**config.mk**
```make
export PLATFORM = sky130hd
export DESIGN_NAME = alu_adder_arbiter_flat
export DESIGN_NICKNAME = d
export VERILOG_FILES = /design/src/rtl/alu_adder_arbiter_if.sv /design/src/rtl/alu_adder_arbiter.sv /design/src/flat_wrapper.sv
export SDC_FILE = /design/constraint.sdc
export NUM_CORES = 1
export LEC_CHECK = 0
export ABC_AREA = 1
export BUFFER_PORTS_ARGS = -buffer_cell sky130_fd_sc_hd__buf_4
export CORE_UTILIZATION = 35
export DETAILED_ROUTE_END_ITERATION = 8
export HOLD_SLACK_MARGIN = 0.12
export SLEW_MARGIN = 25
export SYNTH_ARGS = -nofsm -noshare
export SYNTH_HDL_FRONTEND = slang
export SYNTH_SLANG_ARGS = --single-unit
```
**constraint.sdc**
```tcl
create_clock -name clk -period 2.3 [get_ports clk]
set_input_delay 0.345 -clock clk [delete_from_list [all_inputs] [get_ports clk]]
set_output_delay 0.345 -clock clk [all_outputs]
set_load 0.005 [all_outputs]
```
**src/rtl/alu_adder_arbiter_if.sv**
```systemverilog
// Request/response bundle for the shared ALU adder: NREQ packed requesters in, one result channel out.
// master = requesters plus result consumer, slave = the arbiter/adder block.
interface alu_adder_arbiter_if #(
   parameter int N    = 8,
   parameter int NREQ = 4
);
   localparam int IDW = (NREQ > 1) ? $clog2(NREQ) : 1;

   logic [NREQ-1:0]   req_valid;
   logic [NREQ-1:0]   req_ready;
   logic [NREQ*N-1:0] req_a;
   logic [NREQ*N-1:0] req_b;
   logic [NREQ-1:0]   req_sub;
   logic [NREQ-1:0]   req_sat;
   logic              rsp_valid;
   logic              rsp_ready;
   logic [IDW-1:0]    rsp_id;
   logic [N-1:0]      rsp_sum;
   logic              rsp_cout;
   logic              rsp_clip;

   modport master (
      output req_valid, req_a, req_b, req_sub, req_sat, rsp_ready,
      input  req_ready, rsp_valid, rsp_id, rsp_sum, rsp_cout, rsp_clip
   );

   modport slave (
      input  req_valid, req_a, req_b, req_sub, req_sat, rsp_ready,
      output req_ready, rsp_valid, rsp_id, rsp_sum, rsp_cout, rsp_clip
   );
endinterface

```
**src/rtl/alu_adder_arbiter.sv**
```systemverilog
// Round-robin share of one Kogge-Stone adder (add/sub, optional unsigned saturation); accept at edge T -> rsp_valid after T+1.
// Two-stage operand/result pipeline; req_ready falls only when both stages are full and rsp_ready is low.
module alu_adder_arbiter #(
   parameter int N    = 8,
   parameter int NREQ = 4
) (
   input logic            clk,
   input logic            rst,
   alu_adder_arbiter_if.slave bus
);
   localparam int IDW = (NREQ > 1) ? $clog2(NREQ) : 1;

   typedef struct packed {
      logic [IDW-1:0] id;
      logic           sub;
      logic           sat;
      logic [N-1:0]   b;
      logic [N-1:0]   a;
   } op_t;

   op_t            op;
   op_t            next_op;
   logic           op_valid;
   logic [IDW-1:0] ptr;

   logic           res_valid;
   logic [IDW-1:0] res_id;
   logic [N-1:0]   res_sum;
   logic           res_cout;
   logic           res_clip;

   logic           adv1;
   logic           adv2;
   logic           accept;
   logic [NREQ-1:0] grant;
   logic [IDW-1:0] gnt_id;
   logic [IDW-1:0] sel;
   int             idx;

   assign adv2 = !res_valid || bus.rsp_ready;
   assign adv1 = !op_valid || adv2;

   // Scan from ptr+NREQ-1 down to ptr so the last hit is the one closest to ptr.
   always_comb begin
      grant   = '0;
      gnt_id  = '0;
      sel     = '0;
      idx     = 0;
      next_op = '0;
      for (int j = NREQ - 1; j >= 0; j--) begin
         idx = (int'(ptr) + j) % NREQ;
         sel = IDW'(idx);
         if (bus.req_valid[sel]) begin
            grant      = '0;
            grant[sel] = 1'b1;
            gnt_id     = sel;
         end
      end
      for (int i = 0; i < NREQ; i++) begin
         if (grant[i]) begin
            next_op.a   = bus.req_a[i*N +: N];
            next_op.b   = bus.req_b[i*N +: N];
            next_op.sub = bus.req_sub[i];
            next_op.sat = bus.req_sat[i];
         end
      end
      next_op.id = gnt_id;
   end

   assign bus.req_ready = (rst || !adv1) ? '0 : grant;
   assign accept        = |(bus.req_valid & bus.req_ready);

   always_ff @(posedge clk or posedge rst) begin
      if (rst) begin
         op_valid <= 1'b0;
         op       <= '0;
         ptr      <= '0;
      end else if (adv1) begin
         op_valid <= accept;
         if (accept) begin
            op  <= next_op;
            ptr <= (int'(gnt_id) == NREQ - 1) ? '0 : gnt_id + 1'b1;
         end
      end
   end

   logic [N-1:0] add_b;
   logic [N-1:0] gen;
   logic [N-1:0] prop;
   logic [N-1:0] gen_prev;
   logic [N-1:0] prop_prev;
   logic [N-1:0] sum_raw;
   logic [N-1:0] sum_sat;
   logic         cout_raw;
   logic         clip;

   // Carry-in folded into bit 0 generate, so gen[i] is the carry out of bit i.
   always_comb begin
      add_b     = op.sub ? ~op.b : op.b;
      gen       = op.a & add_b;
      prop      = op.a ^ add_b;
      gen[0]    = gen[0] | (prop[0] & op.sub);
      gen_prev  = '0;
      prop_prev = '0;
      for (int d = 1; d < N; d = d * 2) begin
         gen_prev  = gen;
         prop_prev = prop;
         for (int i = d; i < N; i++) begin
            gen[i]  = gen_prev[i] | (prop_prev[i] & gen_prev[i-d]);
            prop[i] = prop_prev[i] & prop_prev[i-d];
         end
      end
      sum_raw  = (op.a ^ add_b) ^ {gen[N-2:0], op.sub};
      cout_raw = gen[N-1];
      sum_sat  = sum_raw;
      clip     = 1'b0;
      if (op.sat && (op.sub ? !cout_raw : cout_raw)) begin
         clip    = 1'b1;
         sum_sat = op.sub ? '0 : '1;
      end
   end

   always_ff @(posedge clk or posedge rst) begin
      if (rst) begin
         res_valid <= 1'b0;
         res_id    <= '0;
         res_sum   <= '0;
         res_cout  <= 1'b0;
         res_clip  <= 1'b0;
      end else if (adv2) begin
         res_valid <= op_valid;
         if (op_valid) begin
            res_id   <= op.id;
            res_sum  <= sum_sat;
            res_cout <= cout_raw;
            res_clip <= clip;
         end
      end
   end

   assign bus.rsp_valid = res_valid;
   assign bus.rsp_id    = res_id;
   assign bus.rsp_sum   = res_sum;
   assign bus.rsp_cout  = res_cout;
   assign bus.rsp_clip  = res_clip;
endmodule

```
**src/flat_wrapper.sv**
```systemverilog
// flat-port wrapper written by rule: the top's interface ports become plain ports
module alu_adder_arbiter_flat 
#(
   parameter int N    = 8,
   parameter int NREQ = 4
)
  (clk, rst, bus_req_valid, bus_req_a, bus_req_b, bus_req_sub, bus_req_sat, bus_rsp_ready, bus_req_ready, bus_rsp_valid, bus_rsp_id, bus_rsp_sum, bus_rsp_cout, bus_rsp_clip);
  alu_adder_arbiter_if #(.N(N), .NREQ(NREQ)) bus_i ();
  input logic clk;
  input logic rst;
  input wire logic [$bits(bus_i.req_valid)-1:0] bus_req_valid;
  input wire logic [$bits(bus_i.req_a)-1:0] bus_req_a;
  input wire logic [$bits(bus_i.req_b)-1:0] bus_req_b;
  input wire logic [$bits(bus_i.req_sub)-1:0] bus_req_sub;
  input wire logic [$bits(bus_i.req_sat)-1:0] bus_req_sat;
  input wire logic [$bits(bus_i.rsp_ready)-1:0] bus_rsp_ready;
  output wire logic [$bits(bus_i.req_ready)-1:0] bus_req_ready;
  output wire logic [$bits(bus_i.rsp_valid)-1:0] bus_rsp_valid;
  output wire logic [$bits(bus_i.rsp_id)-1:0] bus_rsp_id;
  output wire logic [$bits(bus_i.rsp_sum)-1:0] bus_rsp_sum;
  output wire logic [$bits(bus_i.rsp_cout)-1:0] bus_rsp_cout;
  output wire logic [$bits(bus_i.rsp_clip)-1:0] bus_rsp_clip;
  assign bus_i.req_valid = bus_req_valid;
  assign bus_i.req_a = bus_req_a;
  assign bus_i.req_b = bus_req_b;
  assign bus_i.req_sub = bus_req_sub;
  assign bus_i.req_sat = bus_req_sat;
  assign bus_i.rsp_ready = bus_rsp_ready;
  assign bus_req_ready = bus_i.req_ready;
  assign bus_rsp_valid = bus_i.rsp_valid;
  assign bus_rsp_id = bus_i.rsp_id;
  assign bus_rsp_sum = bus_i.rsp_sum;
  assign bus_rsp_cout = bus_i.rsp_cout;
  assign bus_rsp_clip = bus_i.rsp_clip;
  alu_adder_arbiter #(.N(N), .NREQ(NREQ)) u_core (.clk(clk), .rst(rst), .bus(bus_i));
endmodule
```
==> flow_metrics.py <==
metrics = {
    "synth": {
        "synth.top_cell.area_share": 0.296,
        "synth.area.mux_share": 0,
        "synth_fa_ha_area_frac": 0.0682,
        "netlist_top_cells_count": "nand2_1, nand3_1, inv_1",
        "synth_cell_types": 30,
        "yosys.area_share.xor_xnor": 0.0345,
        "synth.most_common_cell": "nand2_1",
        "ys_warn_count": 0,
        "ys.flop_type": "dfrtp_1",
        "yosysTopAreaCell": "dfrtp_1",
        "synth-edff-count": 0,
        "synth_nets": 564,
        "synth_top_family_by_area": "simple AND/OR/NAND/NOR gates",
        "synth-seq-area-share": 0.296,
        "synthCells": 469,
        "synth_seq_cells": 36,
        "synth-simple-area-share": 0.397,
        "async_reset_ff_frac": 1.00,
        "postSynthAreaPerCell_um2": 6.50,
        "synth_area_um2": 3050,
        "synth-compound-area-share": 0.0986,
        "synth_area_leaders": "dfrtp_1, nand2_1, nand3_1",
    },
    "timing": {
        "max_freq_mhz": 434,
        "period_share": 1.00,
        "fin_skew_ns": 0.00438,
        "whs_ns": 0.181,
        "max_slew.worst_pin.slew_ns": 0.449,
        "drv_slew": 0,
        "relSlewSlack": 0.701,
        "fin_ws_ns": -0.00518,
        "fin_setup_tns_ns": -0.00518,
        "setup_viol": 1,
        "rsz0062_at_grt": "true",
        "hold_viol": 0,
        "period_minus_slack_ns": 2.31,
    },
    "worst_hold_path": {
        "holdCritPathClass": "in -> async",
    },
    "floorplanning": {
        "coreArea_um2": 8340,
        "core.rowCount": 33,
        "die-area_um2": 9080,
        "pin_count": 96,
        "die_y_um": 95.3,
        "die_w_um": 95.3,
        "initial_utilization": 0.365,
    },
    "clocking": {
        "cts_made_buffers": 5,
        "cts.clk_slew.worst_paths_ns": 0.08,
        "cts_buffer_depth": 2,
        "clk_latency_ns": 0.29,
        "htreeDepth": 2,
        "cts.sinks": 36,
        "cts.root.buffer_cell": "clkbuf_8",
        "cts_hold_buffers": 0,
        "cts_tree": "yes",
    },
    "worst_setup_path": {
        "critPathMaxFanout": 7,
        "crit_family": "simple AND/OR/NAND/NOR gates",
        "cp.required_ns": 1.96,
        "setup.worst_path.start_class": "register",
        "criticalPathCategory": "reg -> out",
        "r2r_slack_ns": 0.08,
        "path_buf_inv": 4,
        "slowest_stage": "dfrtp_1",
        "crit_path_end_kind": "primary output",
        "arrival_ns": 1.96,
        "path_cells": "inv_2, ha_4, inv_4, nand3_4, nand2_4, buf_6, nor2_1, nand2_2, nand3_4, nand2_4, nor2_2, buf_4",
        "cp_slowest_stage_delay_ns": 0.38,
    },
    "global_routing": {
        "grtUsageTotal": 0.216,
        "grt_pass1_wl_um": 15600,
        "grt_pass1_vias": 3433,
        "gr-total-overflow": 0,
        "grt_max_degree": 37,
        "antenna_found_initial": 0,
    },
    "detailed_routing": {
        "wl_um": 9670,
        "postRouteAntennaNets": 0,
        "drt_pass1_iterations": 5,
        "post_drt_wl_per_cell_um": 13.4,
        "first_iter_violations": 149,
        "route.detailed.drc": 0,
        "num_vias": 3489,
        "vias_per_cell": 4.85,
    },
    "placement": {
        "dp_hpwl_um": 6800,
        "port_buffers": 95,
        "gp_congestion": 0.887,
    },
    "flow_run": {
        "maxCapViolCount": 0,
    },
    "final_layout": {
        "antenna_cells": 0,
        "area_delta_synth_final_pct": 56.8,
        "layout-drive-gt1-share": 0.415,
        "nNetsFinal": 709,
    },
    "status": {
        "violations": "setup timing",
        "status": "finished with violations",
    },
}
==> metal layers <==
metal | GRT usage | routed length (um)
met1 | 0.297 | 4540
met2 | 0.346 | 4530
met3 | 0.0359 | 442
met4 | 0.0606 | 162
met5 | 0 | 0
==> registers in the layout, indices dropped and copies added (netlist names) <==
signal,count
u_core.ptr,2
u_core.bus.rsp_cout,1
u_core.bus.rsp_clip,1
u_core.op_valid,1
u_core.bus.rsp_valid,1
u_core.op,20
u_core.bus.rsp_id,2
u_core.bus.rsp_sum,8
==> path summary, 6_finish.rpt <==
path,cells after the start,start,to
max reg2reg,19,u_core.ptr[1],u_core.op[0]
min in group clk,4,bus_rsp_ready,u_core.bus.rsp_valid
max,12,u_core.ptr[1],bus_req_ready[1]
min,3,rst,u_core.bus.rsp_id[1]
min reg2reg,2,u_core.op_valid,u_core.bus.rsp_valid
max in group asynchronous,3,rst,u_core.op[17]
==> placed cells by master, fill, tap and decap left out, types with 5 or more instances in the layout <==
cell type and count:
nand2_2 26, dfrtp_1 35, o21ai_2 7, inv_1 44
nand2_1 132, a21oi_1 10, o21ai_1 14, nand3_1 57
nand2_4 11, clkbuf_8 5, o21ai_0 10, inv_2 6
buf_6 14, nor2_1 16, buf_4 139, a21oi_2 10
nand4_1 8, ha_1 14, nand3_2 8, xor2_1 11
==> cell families after synthesis <==
family                     count (synthesis)
AOI/OAI and AO/OA                         57
xor gates and xnor gates                  12
adders and majority gates                 16
buffers and inverters                     75
DFF                                       36
and+or+nand+nor                          273
==> worst min-delay path, stage by stage <==
cell	delay, ns
buf_4	0.12
clkinvlp_4	0.06
buf_4	0.39
==> per-stage QoR <==
step                instance area, um^2  worst slack (ns)  std cells   util
global route                       4780           -0.0950        720  0.573
finish                             4780          -0.00518        720  0.573
CTS                                4400          -0.00198        711  0.528
global placement                   4080            -0.142        688  0.489
detailed placement                 4080            -0.228        688  0.489
floorplan                          3050            0.0511        469      -
==> area by class of cell <==
type / count / area [um^2]
Inverter: 56 / 229
Clock buffer: 5 / 68.8
Timing Repair Buffer: 154 / 1220
Multi-Input combinational cell: 361 / 2180
Sequential cell: 36 / 902
Tap cell: 105 / 131
Clock inverter: 3 / 42.5
Fill cell: 834 / 3560
==> timing repair <==
| action | CTS | global route |
|---|---|---|
| pin swaps | 7 | 30 |
| setup buffers | 16 | 7 |
| gates resized for setup | 27 | 93 |
| endpoints found under the setup margin | 34 | 36 |
| cloned | 1 | 3 |
Power is left out: the tool's default activity adds up to more than one toggle a clock period on the data nets, which glitch-free logic cannot reach.
